[src/rtl/full_adder_if.sv]
// Operand/result bundle for the registered full adder.
// The master drives operands and the valid strobe; the slave returns the registered result.
interface full_adder_if #(
    parameter int WIDTH = 1
);
    logic [WIDTH-1:0] a;
    logic [WIDTH-1:0] b;
    logic             cin;
    logic             in_valid;
    logic [WIDTH-1:0] sum;
    logic             carry;
    logic             out_valid;

    modport master (
        output a, b, cin, in_valid,
        input  sum, carry, out_valid
    );

    modport slave (
        input  a, b, cin, in_valid,
        output sum, carry, out_valid
    );
endinterface

[src/rtl/full_adder.sv]
// Registered ripple-carry full adder: {carry, sum} = a + b + cin, one cycle after in_valid.
// Results hold while in_valid is low; only out_valid drops.
module full_adder #(
    parameter int WIDTH = 1
) (
    input  logic        clk,
    input  logic        rst,
    full_adder_if.slave bus
);

    logic [WIDTH:0]   result_s;
    logic [WIDTH-1:0] sum_r;
    logic             carry_r;
    logic             out_valid_r;

    function automatic logic cell_sum(input logic x, input logic y, input logic c);
        return x ^ y ^ c;
    endfunction

    function automatic logic cell_carry(input logic x, input logic y, input logic c);
        return (x & y) | (x & c) | (y & c);
    endfunction

    // Chains WIDTH single-bit cells; a local running carry avoids a self-referencing vector.
    function automatic logic [WIDTH:0] ripple_add(
        input logic [WIDTH-1:0] x,
        input logic [WIDTH-1:0] y,
        input logic             c0
    );
        logic [WIDTH-1:0] s;
        logic             c;
        s = '0;
        c = c0;
        for (int i = 0; i < WIDTH; i++) begin
            s[i] = cell_sum(x[i], y[i], c);
            c    = cell_carry(x[i], y[i], c);
        end
        return {c, s};
    endfunction

    // Combinational ripple chain feeding the result registers.
    always_comb begin
        result_s = ripple_add(bus.a, bus.b, bus.cin);
    end

    // Result registers: reset wins, capture only when qualified, otherwise hold the data.
    always_ff @(posedge clk) begin
        if (rst) begin
            sum_r       <= '0;
            carry_r     <= 1'b0;
            out_valid_r <= 1'b0;
        end else if (bus.in_valid) begin
            sum_r       <= result_s[WIDTH-1:0];
            carry_r     <= result_s[WIDTH];
            out_valid_r <= 1'b1;
        end else begin
            out_valid_r <= 1'b0;
        end
    end

    assign bus.sum       = sum_r;
    assign bus.carry     = carry_r;
    assign bus.out_valid = out_valid_r;

endmodule

[src/flat_wrapper.sv]
// flat-port wrapper written by rule: the top's interface ports become plain ports
module full_adder_flat 
#(
    parameter int WIDTH = 1
)
  (clk, rst, bus_a, bus_b, bus_cin, bus_in_valid, bus_sum, bus_carry, bus_out_valid);
  full_adder_if #(.WIDTH(WIDTH)) bus_i ();
  input  logic clk;
  input  logic rst;
  input wire logic [$bits(bus_i.a)-1:0] bus_a;
  input wire logic [$bits(bus_i.b)-1:0] bus_b;
  input wire logic [$bits(bus_i.cin)-1:0] bus_cin;
  input wire logic [$bits(bus_i.in_valid)-1:0] bus_in_valid;
  output wire logic [$bits(bus_i.sum)-1:0] bus_sum;
  output wire logic [$bits(bus_i.carry)-1:0] bus_carry;
  output wire logic [$bits(bus_i.out_valid)-1:0] bus_out_valid;
  assign bus_i.a = bus_a;
  assign bus_i.b = bus_b;
  assign bus_i.cin = bus_cin;
  assign bus_i.in_valid = bus_in_valid;
  assign bus_sum = bus_i.sum;
  assign bus_carry = bus_i.carry;
  assign bus_out_valid = bus_i.out_valid;
  full_adder #(.WIDTH(WIDTH)) u_core (.clk(clk), .rst(rst), .bus(bus_i));
endmodule
[config.mk]
export PLATFORM = sky130hd
export DESIGN_NAME = full_adder_flat
export DESIGN_NICKNAME = d
export VERILOG_FILES = /design/src/rtl/full_adder_if.sv /design/src/rtl/full_adder.sv /design/src/flat_wrapper.sv
export SDC_FILE = /design/constraint.sdc
export NUM_CORES = 1
export LEC_CHECK = 0
export ABC_AREA = 1
export CAP_MARGIN = 20
export CORE_AREA = 8 8 45 47
export CTS_CLUSTER_DIAMETER = 60
export DETAILED_ROUTE_END_ITERATION = 10
export DIE_AREA = 0 0 53 55
export DONT_BUFFER_PORTS = 1
export PLACE_DENSITY = 0.3
export RECOVER_POWER = 50
export REMOVE_ABC_BUFFERS = 1
export SLEW_MARGIN = 40
export SYNTH_ARGS = -nofsm -noshare
export SYNTH_HDL_FRONTEND = slang
export SYNTH_SLANG_ARGS = --single-unit
[constraint.sdc]
create_clock -name clk -period 1.08 [get_ports clk]
set_input_delay 0.108 -clock clk [delete_from_list [all_inputs] [get_ports clk]]
set_output_delay 0.108 -clock clk [all_outputs]
set_load 0.02 [all_outputs]
---- Word-level counts from Yosys, hierarchy flattened ----
Index checks and enable logic that the tools add are counted.
storage, ports and cells
  bits of input ports ..................... 6
  memories kept ........................... 0
  word-level logic and storage cells ...... 11
  flip-flop bits (word level) ............. 3
  latch bits .............................. 0
  memory bits (writable) .................. 0
  memory bits (read-only) ................. 0
cells by class
  multiplexer cells ....................... 1
  eq/ne operators ......................... 0
  div/mod/pow operators ................... 0
  magnitude comparators ................... 0
  shift-type cells ........................ 0
  multipliers ............................. 0
  reductions and logical operators ........ 0
  bitwise logic cells ..................... 7
  add/sub/neg operators ................... 0
operator list
  operator     number
  $and 1x1->1  3
  $or 1x1->1   2
  $xor 1x1->1  2
  $mux 1       1

---- Depth between registers and ports, before layout ----
Gate-level depths: netlist of the first run.
  depth in word-level cells ............... 3
  mapped depth ............................ 5
  mapped depth without buffers ............ 5

---- Least setup slack after synthesis of the first run ----
OpenSTA, ideal clock, no wires.
  path kind ............................... input to register
  from .................................... input bus_cin
  to ...................................... register u_core.sum_r (netlist: u_core.bus.sum)
  path buffers ............................ 0
  library setup time ...................... 0.064 ns
  path slack .............................. 0.219 ns
  arrival ................................. 0.797 ns
  stages .................................. 5
  cells stage by stage .................... fa_1 > inv_1 > nand2_1 > nand2_1 > nor2_1
on the way
  longest elaborated chain between the ends .. 1
RTL lines
  element               line                RTL
  from (decl)           flat_wrapper.sv:12  input wire logic [$bits(bus_i.cin)-1:0] bus_cin;
  $xor 1x1->1           full_adder.sv:17    return x ^ y ^ c;
  to (signal assigned)  full_adder.sv:53    sum_r <= result_s[WIDTH-1:0];
  to (decl)             full_adder.sv:12    logic [WIDTH-1:0] sum_r;
No other way between the ends.
A chain may end at the register's enable or synchronous reset.

---- Worst setup path after layout of the first run ----
  from .................................... register u_core.sum_r (netlist: u_core.bus.sum)
  to ...................................... output bus_sum
RTL lines
  element    line                RTL
  to (decl)  flat_wrapper.sv:14  output wire logic [$bits(bus_i.sum)-1:0] bus_sum;
No word-level cell between the ends.

==> results of run 1 <==
==> Yosys cell counts <==
| library cell | n |
|---|---|
| dfxtp_1 | 3 |
| nor2_1 | 5 |
| nand2_1 | 4 |
| inv_1 | 4 |
| fa_1 | 1 |
==> layout make-up <==
cell class	count	area share (%)
Multi-Input combinational cell	10	27.6
Clock buffer	4	13.5
Tap cell	16	10.3
Sequential cell	3	30.8
Timing Repair Buffer	2	10.3
Inverter	4	7.69
==> power by group through the flow <==
stage | logic, mW | clock network, mW | registers (mW)
after floorplan | 0.0181 | 0 | 0.135
after global placement | 0.0215 | 0 | 0.137
after detailed placement | 0.0232 | 0 | 0.137
after CTS | 0.0293 | 0.202 | 0.136
after global routing | 0.0337 | 0.220 | 0.136
final | 0.0274 | 0.193 | 0.135
==> repair_timing <==
item | CTS | global route
hold buffers | 2 | 0
endpoints found under the hold margin | 1 | 0
setup endpoints to repair | 0 | 0
==> worst max-delay path by stage <==
stage | from | end | slack [ps] | cells past startpoint
floorplan | bus_cin | u_core.bus.sum$_SDFFE_PP0P_ | 220 | 5
global placement | bus_cin | u_core.bus.sum$_SDFFE_PP0P_ | 190 | 5
detailed placement | bus_cin | u_core.bus.sum$_SDFFE_PP0P_ | 160 | 5
CTS | u_core.bus.sum$_SDFFE_PP0P_ | bus_sum | 280 | 0
global route | u_core.bus.sum$_SDFFE_PP0P_ | bus_sum | 250 | 0
finish | u_core.bus.sum$_SDFFE_PP0P_ | bus_sum | 300 | 0
==> kinds of logic after synthesis <==
family                   share of synthesized area (%)
adder cells (fa/ha/maj)                           15.5
flip-flops                                        46.6
AND/OR/NAND/NOR                                   26.2
buffers and inverters                             11.6
==> routing by layer <==
metal | global-route usage (%) | up-vias | wire, um
li1 | - | 58 | -
met1 | 1.97 | 58 | 60
met2 | 5.86 | 4 | 262
met3 | 3.48 | 0 | 29
met4 | 1.29 | 0 | 0
met5 | 0 | - | 0
==> stage by stage <==
| step | setup slack, ps | instance area [um^2] | utilization [%] | cells | hold slack, ps |
|---|---|---|---|---|---|
| final | 295 | 195 | 14.1 | 39 | 23.9 |
| after global routing | 253 | 195 | 14.1 | 39 | 26.8 |
| after CTS | 276 | 195 | 14.1 | 39 | 25.6 |
| after detailed placement | 159 | 149 | 10.8 | 33 | 182 |
| after global placement | 187 | 149 | 10.8 | 33 | 181 |
| after floorplan | 219 | 129 | - | 17 | 179 |
==> state kept, by name (all words and copies together), names as in the netlist <==
register,flops
u_core.bus.out_valid,1
u_core.bus.sum,1
u_core.bus.carry,1
==> metrics.md, run 1 <==
| Metric | Value |
|---|---|
| Yosys top cell by area | `dfxtp_1` |
| Clock Power Share | `54.4%` |
| GRT Resource Usage Total | `3.22%` |
| Clk_lat worst skew | `230 ps` |
| Setup-failing EPs final | `0` |
| RSZ-0062 raised after global routing | `no` |
| Initial drt markers | `3` |
| Internal | `0.273 mW` |
| Sequential element share of the synthesized area | `46.6%` |
| Crit Path Max Fanout | `2` |
| Min-Delay Endpoint | `u_core.bus.sum$_SDFFE_PP0P_` |
| Critical Path RT | `970 ps` |
| Antenna cell count | `0` |
| P_leak | `0.0978 nW` |
| Sw frac | `23.3%` |
| Most common cell after layout, fill and taps aside | `nor2_1` |
| Overflow after GRT | `0` |
| Initial antenna violation count | `0` |
| #FFs+latches synth | `3` |
| Critical Path AT | `680 ps` |
| Core Rows | `14` |
| Core footprint | `1380 um^2` |
| Via count | `120` |
| ANT nets after route | `0` |
| Final clock skew | `0 ps` |
| # DRC | `0` |
| Reg2reg start | `u_core.bus.sum$_SDFFE_PP0P_` |
| DR vias/cell | `3.08` |
| CP Capture Type | `output port` |
| Maximum VDD drop | `0.000442 V` |
| Detail-routed net length per standard cell | `9.00 um` |
| Clock Tree Root | `clkbuf_4` |
| Filler cell count | `169` |
| Hold Path Class | `in -> reg` |
| Initial core utilization | `9.31%` |
| Hold Path Depth | `2` |
| Status | `finished clean` |
| Boundary pin count | `9` |
| Worst R2R Path Depth | `2` |
| Vias in the first global route | `146` |
| Fin. max-slew vios | `0` |
| Die Y-Extent | `55 um` |
| Sink Count | `3` |
| Post-synthesis cell area | `129 um^2` |
| Max Freq | `1270 MHz` |
| CTS tree | `built` |
| PD cells | `1820 nW/um^2` |
| Most frequent cells in the layout | `nor2_1 (5), inv_1 (4), nand2_1 (4)` |
| Distinct cells, synth | `5` |
| Die area | `2920 um^2` |
| Share of post-route cells with drive strength above 1 | `13.0%` |
| Reg2Reg Setup Slack | `390 ps` |
| Slew at the pin closest to its max-slew limit | `246 ps` |
| Die span in x | `53 um` |
| Post-CTS Setup Inserts | `0` |
| Total Wirelength | `351 um` |
| Clock transition at path regs | `40 ps` |
| Global-route wire length before repair | `621 um` |
| Multi-input gate area | `53.8 um^2` |
| Register area | `60.1 um^2` |
| Synth top area share | `46.6%` |
| Top cells by area, synth | `dfxtp_1 (47%), fa_1 (16%), nor2_1 (15%), inv_1 (12%), nand2_1 (12%)` |
| Yosys Warn Count | `0` |
| # nets final | `31` |
| Max-slew headroom at the worst pin | `83.6%` |
| Area Overhead vs Synth | `51.5%` |
| Syn avg cell area | `7.58 um^2` |
| Port Buffers | `0` |
| R2r endpoint | `u_core.bus.sum$_SDFFE_PP0P_` |
| P_sw | `0.0828 mW` |
| Largest net degree at the start of global routing | `6` |
| Tmin final | `785 ps` |
| Final Hold Fails | `0` |
| Mapped Cells | `17` |
| WS Path Type | `reg -> out` |
| Min-delay src | `bus_in_valid` |
| Clock Path Buffers | `2` |
| Num CTS Buffers | `3` |
| Combinational share of power | `7.7%` |
| Gpl congestion | `0.585` |
| Period utilization | `72.7%` |
| Resized cells post-CTS | `0` |
| Startpoint Class | `flip-flop` |
| Maxcap violations | `0` |
| TNS Setup | `0 ps` |
| Tot Pwr | `0.355 mW` |
| Seq pwr share | `37.9%` |
| H-tree Lvls | `1` |
| Iteration count of the initial detailed-routing pass | `4` |
Note: power is estimated with default switching activity, not from simulation.
==> run 2, diff against run 1 <==
- clock period: 1.08 -> 0.8 ns (I/O delays scaled with it)
==> run 2 against run 1 <==
  * Worst hold slack lost 24 ps
  * Clock power grew 39%
  * Wire length did not move
  * Clock-buffer cell count is the same
  * Utilization is 1.6 points higher
  * Non-clock buffer count is 2 higher
  * Sequential power rose by 27%
  * Die area stayed put
  * Via count grew 3.3%
==> metrics.md, run 2 (same netlist as run 1, synthesis figures left out) <==
| Metric | Value |
|---|---|
| Boundary pin count | `9 (unchanged)` |
| Crit Path Max Fanout | `2 (unchanged)` |
| Status | `finished clean` |
| Clk_lat worst skew | `230 ps (about the same)` |
| Period utilization | `97.2%` |
| Num CTS Buffers | `3 (unchanged)` |
| Clock Tree Root | `clkbuf_4` |
| RSZ-0062 raised after global routing | `no` |
| Startpoint Class | `flip-flop` |
| CP Capture Type | `output port` |
| Antenna cell count | `0 (unchanged)` |
| Critical Path AT | `700 ps (+20 ps)` |
| Min-Delay Endpoint | `u_core.bus.carry$_SDFFE_PP0P_` |
| Placed instance area | `164 um^2 (+10%)` |
| # nets final | `33 (+6.5%)` |
| Post-CTS Setup Inserts | `0 (unchanged)` |
| P_leak | `0.110 nW (+12%)` |
| Final clock skew | `0 ps (unchanged)` |
| Die span in x | `53 um (unchanged)` |
| Initial drt markers | `0 (-3)` |
| Share of post-route cells with drive strength above 1 | `20.0% (+7.0 points)` |
| Max Freq | `1290 MHz` |
| Critical Path Start | `u_core.bus.sum$_SDFFE_PP0P_` |
| Core footprint | `1380 um^2 (unchanged)` |
| Reg2Reg Setup Slack | `240 ps (-150 ps)` |
| Initial core utilization | `9.31% (unchanged)` |
| PD cells | `2320 nW/um^2 (+27%)` |
| Slew at the pin closest to its max-slew limit | `208 ps (-37.8 ps)` |
| Via count | `124 (+3.3%)` |
| Initial antenna violation count | `0 (unchanged)` |
| Worst hold margin | `0.205 ps (-23.7 ps)` |
| Bufs and invs on worst path | `1` |
| Area Overhead vs Synth | `68.9%` |
| GRT Resource Usage Total | `3.17% (-0.055 points)` |
| Critical Path RT | `720 ps (-250 ps)` |
| Max stage delay on crit path | `340 ps` |
| Min-delay src | `bus_in_valid` |
| # DRC | `0 (unchanged)` |
| Fin. max-slew vios | `0 (unchanged)` |
| Core Rows | `14 (unchanged)` |
| Most frequent cells in the layout | `nor2_1 (5), inv_1 (4), nand2_1 (4)` |
| Non-Filler Instances | `41 (+5.1%)` |
| Detail-routed net length per standard cell | `8.56 um (-4.9%)` |
| Maximum VDD drop | `0.000383 V (-13%)` |
| Vias in the first global route | `147 (+0.68%)` |
| CP Cell Sequence | `buf_6` |
| WS Path Type | `reg -> out` |
| Final Hold Fails | `0 (unchanged)` |
| Die area | `2920 um^2 (unchanged)` |
| H-tree Lvls | `1 (unchanged)` |
| Clock Path Buffers | `2 (unchanged)` |
| Critical path's slowest cell | `dfxtp_1` |
| Largest delay contributor family on the critical path | `flip-flops` |
| Max-slew headroom at the worst pin | `86.1% (+2.5 points)` |
| CTS tree | `built` |
| Port Buffers | `0 (unchanged)` |
| Iteration count of the initial detailed-routing pass | `1 (-3)` |
| Sink Count | `3 (unchanged)` |
| Hold Path Class | `in -> reg` |
| Global-route wire length before repair | `565 um (-9.0%)` |
| Clock transition at path regs | `40 ps (about the same)` |
| Setup-failing EPs final | `0 (unchanged)` |
| Largest net degree at the start of global routing | `5 (-1)` |
| Total Wirelength | `351 um (unchanged)` |
| R2r endpoint | `u_core.bus.sum$_SDFFE_PP0P_` |
| Die Y-Extent | `55 um (unchanged)` |
| Design Area, Final | `218 um^2 (+12%)` |
| TNS Setup | `0 ps (unchanged)` |
| Most common cell after layout, fill and taps aside | `nor2_1` |
| Reg2reg start | `u_core.bus.sum$_SDFFE_PP0P_` |
| Maxcap violations | `0 (unchanged)` |
| Hold Path Depth | `2 (unchanged)` |
| Worst R2R Path Depth | `2 (unchanged)` |
| Gpl congestion | `0.596 (+1.9%)` |
| Tmin final | `777 ps` |
| Overflow after GRT | `0 (unchanged)` |
| DR vias/cell | `3.02 (-1.7%)` |
| Dpl hpwl | `267 um` |
| DP Cell Count | `35 (+6.1%)` |
| ANT nets after route | `0 (unchanged)` |
run 2: changes by cell type in the layout (fill, tap and decap cells not counted):
cell and change:
buf_6 +2
run 2: timing repair:
action                                  in CTS  in global routing
gates resized for setup                      0                  2
endpoints found under the setup margin       0                  2
hold endpoints to repair                     2                  0
hold buffers                                 2                  0
run 2: layer usage:
layer	wire length [um]	share of wire (%)	vias to the layer above	track usage, %
met1	71	20	57	1.37
met2	255	73	3	5.27
met4	11	3.1	0	5.17
met5	0	0	-	0
li1	-	-	62	-
met3	12	3.4	2	2.67
run 2: stage by stage:
stage / utilization, % / worst slack, ps / power (mW)
after detailed placement: 11.8 / -71.8 / 0.226
after CTS: 15.2 / 11.9 / 0.510
final: 15.7 / 22.8 / 0.505
after floorplan: - / -33.0 / 0.206
after global routing: 15.7 / 0.916 / 0.532
after global placement: 11.8 / -65.4 / 0.225
run 2: area by class of cell:
| class | instances | area, um^2 |
|---|---|---|
| Fill cell | 166 | 1170 |
| Sequential cell | 3 | 60.1 |
| Multi-Input combinational cell | 10 | 53.8 |
| Timing Repair Buffer | 4 | 42.5 |
| Clock buffer | 4 | 26.3 |
| Tap cell | 16 | 20.0 |
| Inverter | 4 | 15.0 |
run 2: how the worst max path moves through the flow:
| stage | endpoint | slack, ps | depth (start not counted) |
|---|---|---|---|
| 2_1_floorplan | u_core.bus.sum$_SDFFE_PP0P_ | -30 | 5 |
| 3_3_place_gp | u_core.bus.sum$_SDFFE_PP0P_ | -70 | 5 |
| 3_5_place_dp | u_core.bus.sum$_SDFFE_PP0P_ | -70 | 5 |
| 4_1_cts | bus_sum | 10 | 1 |
| 5_1_grt | bus_sum | 0.9 | 1 |
| 6_report | bus_sum | 20 | 1 |
run 2: power breakdown:
part | internal [mW] | switching, mW
clock | 0.187 | 0.0816
combinational | 0.0343 | 0.0305
sequential | 0.162 | 0.00986
total | 0.383 | 0.122
==> run 3, diff against run 2 <==
- HOLD_SLACK_MARGIN: unset -> 0.06
- SETUP_SLACK_MARGIN: unset -> 0.02
==> run 3 against run 2 <==
  * Sequential share of layout area rose by 0.50 points
  * Final cell count did not move
  * Die area did not move
  * Critical endpoint unchanged
  * Largest power group unchanged
==> metrics.md, run 3 (same netlist as run 1, synthesis figures left out) <==
| Metric | Value |
|---|---|
| Status | `finished clean` |
| Met1 usage | `1.52% (+0.15 points)` |
| Die area | `2920 um^2 (unchanged)` |
| Hold Path Class | `in -> reg` |
| Largest delay contributor family on the critical path | `flip-flops` |
| WS Path Type | `reg -> out` |
| Setup-failing EPs final | `0 (unchanged)` |
| Placed instance area | `164 um^2 (unchanged)` |
| Maxcap violations | `0 (unchanged)` |
| Final clock skew | `0 ps (unchanged)` |
| DP Cell Count | `35 (unchanged)` |
| Crit Path Max Fanout | `2 (unchanged)` |
| Sink Count | `3 (unchanged)` |
| RSZ-0062 raised after global routing | `no` |
| Share of post-route cells with drive strength above 1 | `28.0% (+8.0 points)` |
| Boundary pin count | `9 (unchanged)` |
| Overflow after GRT | `0 (unchanged)` |
| CTS tree | `built` |
| Clock Tree Root | `clkbuf_4` |
| Critical Path AT | `670 ps (-30 ps)` |
| Startpoint Class | `flip-flop` |
| Port Buffers | `0 (unchanged)` |
| Hold Path Depth | `5 (+3)` |
| Period utilization | `94.2% (-2.9 points)` |
| Antenna cell count | `0 (unchanged)` |
| Slew at the pin closest to its max-slew limit | `208 ps (unchanged)` |
| Core footprint | `1380 um^2 (unchanged)` |
| CP Cell Sequence | `buf_6` |
| Initial core utilization | `9.31% (unchanged)` |
| Max stage delay on crit path | `310 ps (-30 ps)` |
| Clock Path Buffers | `2 (unchanged)` |
| Filler cell count | `163 (-1.8%)` |
| Global-route wire length before repair | `538 um (-4.8%)` |
| DR vias/cell | `3.07 (+1.6%)` |
| Tmin final | `754 ps (-23.2 ps)` |
| Dpl hpwl | `267 um (unchanged)` |
| Post-CTS Setup Inserts | `0 (unchanged)` |
| Die span in x | `53 um (unchanged)` |
| Total Wirelength | `323 um (-8.0%)` |
| Clk_lat worst skew | `230 ps (about the same)` |
| P_leak | `0.119 nW (+8.6%)` |
| CP Capture Type | `output port` |
| Max-slew headroom at the worst pin | `86.1% (unchanged)` |
| Detail-routed net length per standard cell | `7.88 um (-8.0%)` |
| H-tree Lvls | `1 (unchanged)` |
| Largest net degree at the start of global routing | `6 (+1)` |
| Critical path's slowest cell | `dfxtp_2` |
| Max Freq | `1330 MHz (+3.1%)` |
| # nets final | `33 (unchanged)` |
| Non-Filler Instances | `41 (unchanged)` |
| Core Rows | `14 (unchanged)` |
| CP Depth | `1 (unchanged)` |
| Final Hold Fails | `0 (unchanged)` |
| Critical Path RT | `720 ps (about the same)` |
| # DRC | `0 (unchanged)` |
| Bufs and invs on worst path | `1 (unchanged)` |
| Most common cell after layout, fill and taps aside | `nor2_1` |
| Area Overhead vs Synth | `72.8%` |
| Global-route met3 utilization | `2.41% (-0.27 points)` |
| Maximum VDD drop | `0.000393 V (+2.8%)` |
| Final core utilization | `16.1% (+0.36 points)` |
| PD cells | `2290 nW/um^2 (-1.3%)` |
| Initial drt markers | `0 (unchanged)` |
| Num CTS Buffers | `3 (unchanged)` |
| Met2 Use GR | `4.69% (-0.59 points)` |
| Design Area, Final | `223 um^2 (+2.3%)` |
| GRT Max-Usage Layer | `met4` |
| Fin. max-slew vios | `0 (unchanged)` |
| Worst R2R Path Depth | `2 (unchanged)` |
| GRT Resource Usage Total | `3.00% (-0.16 points)` |
| Clock transition at path regs | `40 ps (about the same)` |
| Via count | `126 (+1.6%)` |
| ANT nets after route | `0 (unchanged)` |
| Initial antenna violation count | `0 (unchanged)` |
| Gpl congestion | `0.596 (unchanged)` |
| Die Y-Extent | `55 um (unchanged)` |
| Iteration count of the initial detailed-routing pass | `1 (unchanged)` |
| Vias in the first global route | `141 (-4.1%)` |
| TNS Setup | `0 ps (unchanged)` |
| Most frequent cells in the layout | `nor2_1 (5), inv_1 (4), nand2_1 (4)` |
## run 3: cell types whose count changed in the layout (fill, tap and decap cells not counted), sizes merged
cell,delta
dlygate4sd3,-1
dlymetal6s4s,+1
## run 3: worst paths after layout
check | from | to | slack, ps
hold / removal | bus_a | u_core.bus.sum$_SDFFE_PP0P_ | 210
setup / recovery | u_core.bus.sum$_SDFFE_PP0P_ | bus_sum | 50
setup reg to reg | u_core.bus.sum$_SDFFE_PP0P_ | u_core.bus.sum$_SDFFE_PP0P_ | 240
hold reg to reg | u_core.bus.carry$_SDFFE_PP0P_ | u_core.bus.carry$_SDFFE_PP0P_ | 480
## run 3: metrics by stage
stage	worst slack, ps	hold slack, ps	power, mW
3_3_place_gp	-65.4	153	0.225
6_report	46.0	206	0.510
3_5_place_dp	-71.8	154	0.226
4_1_cts	35.0	212	0.520
5_1_grt	24.1	246	0.537
2_1_floorplan	-33.0	151	0.206
## run 3: layout make-up
cell class	instances	area, um^2	share of cell area (%)
Sequential cell	3	62.6	28.1
Multi-Input combinational cell	10	53.8	24.2
Timing Repair Buffer	4	45.0	20.2
Clock buffer	4	26.3	11.8
Tap cell	16	20.0	8.99
Inverter	4	15.0	6.74
## run 3: power breakdown
part           leakage, nW  switching, mW  internal (mW)
clock               0.0150         0.0816          0.187
sequential          0.0255        0.00984          0.163
combinational       0.0789         0.0330         0.0351
## run 3: routing by layer
metal  part of all wire [%]  vias up
met1                     22       59
met5                      0        -
met3                    3.7        2
met4                    3.4        0
met2                     71        3
li1                       -       62
## run 3: repair_timing
| action | 4_1_cts | 5_1_grt |
|---|---|---|
| setup endpoints to repair | 2 | 2 |
| hold buffers | 2 | 0 |
| hold endpoints to repair | 3 | 0 |
| resized for setup | 4 | 1 |
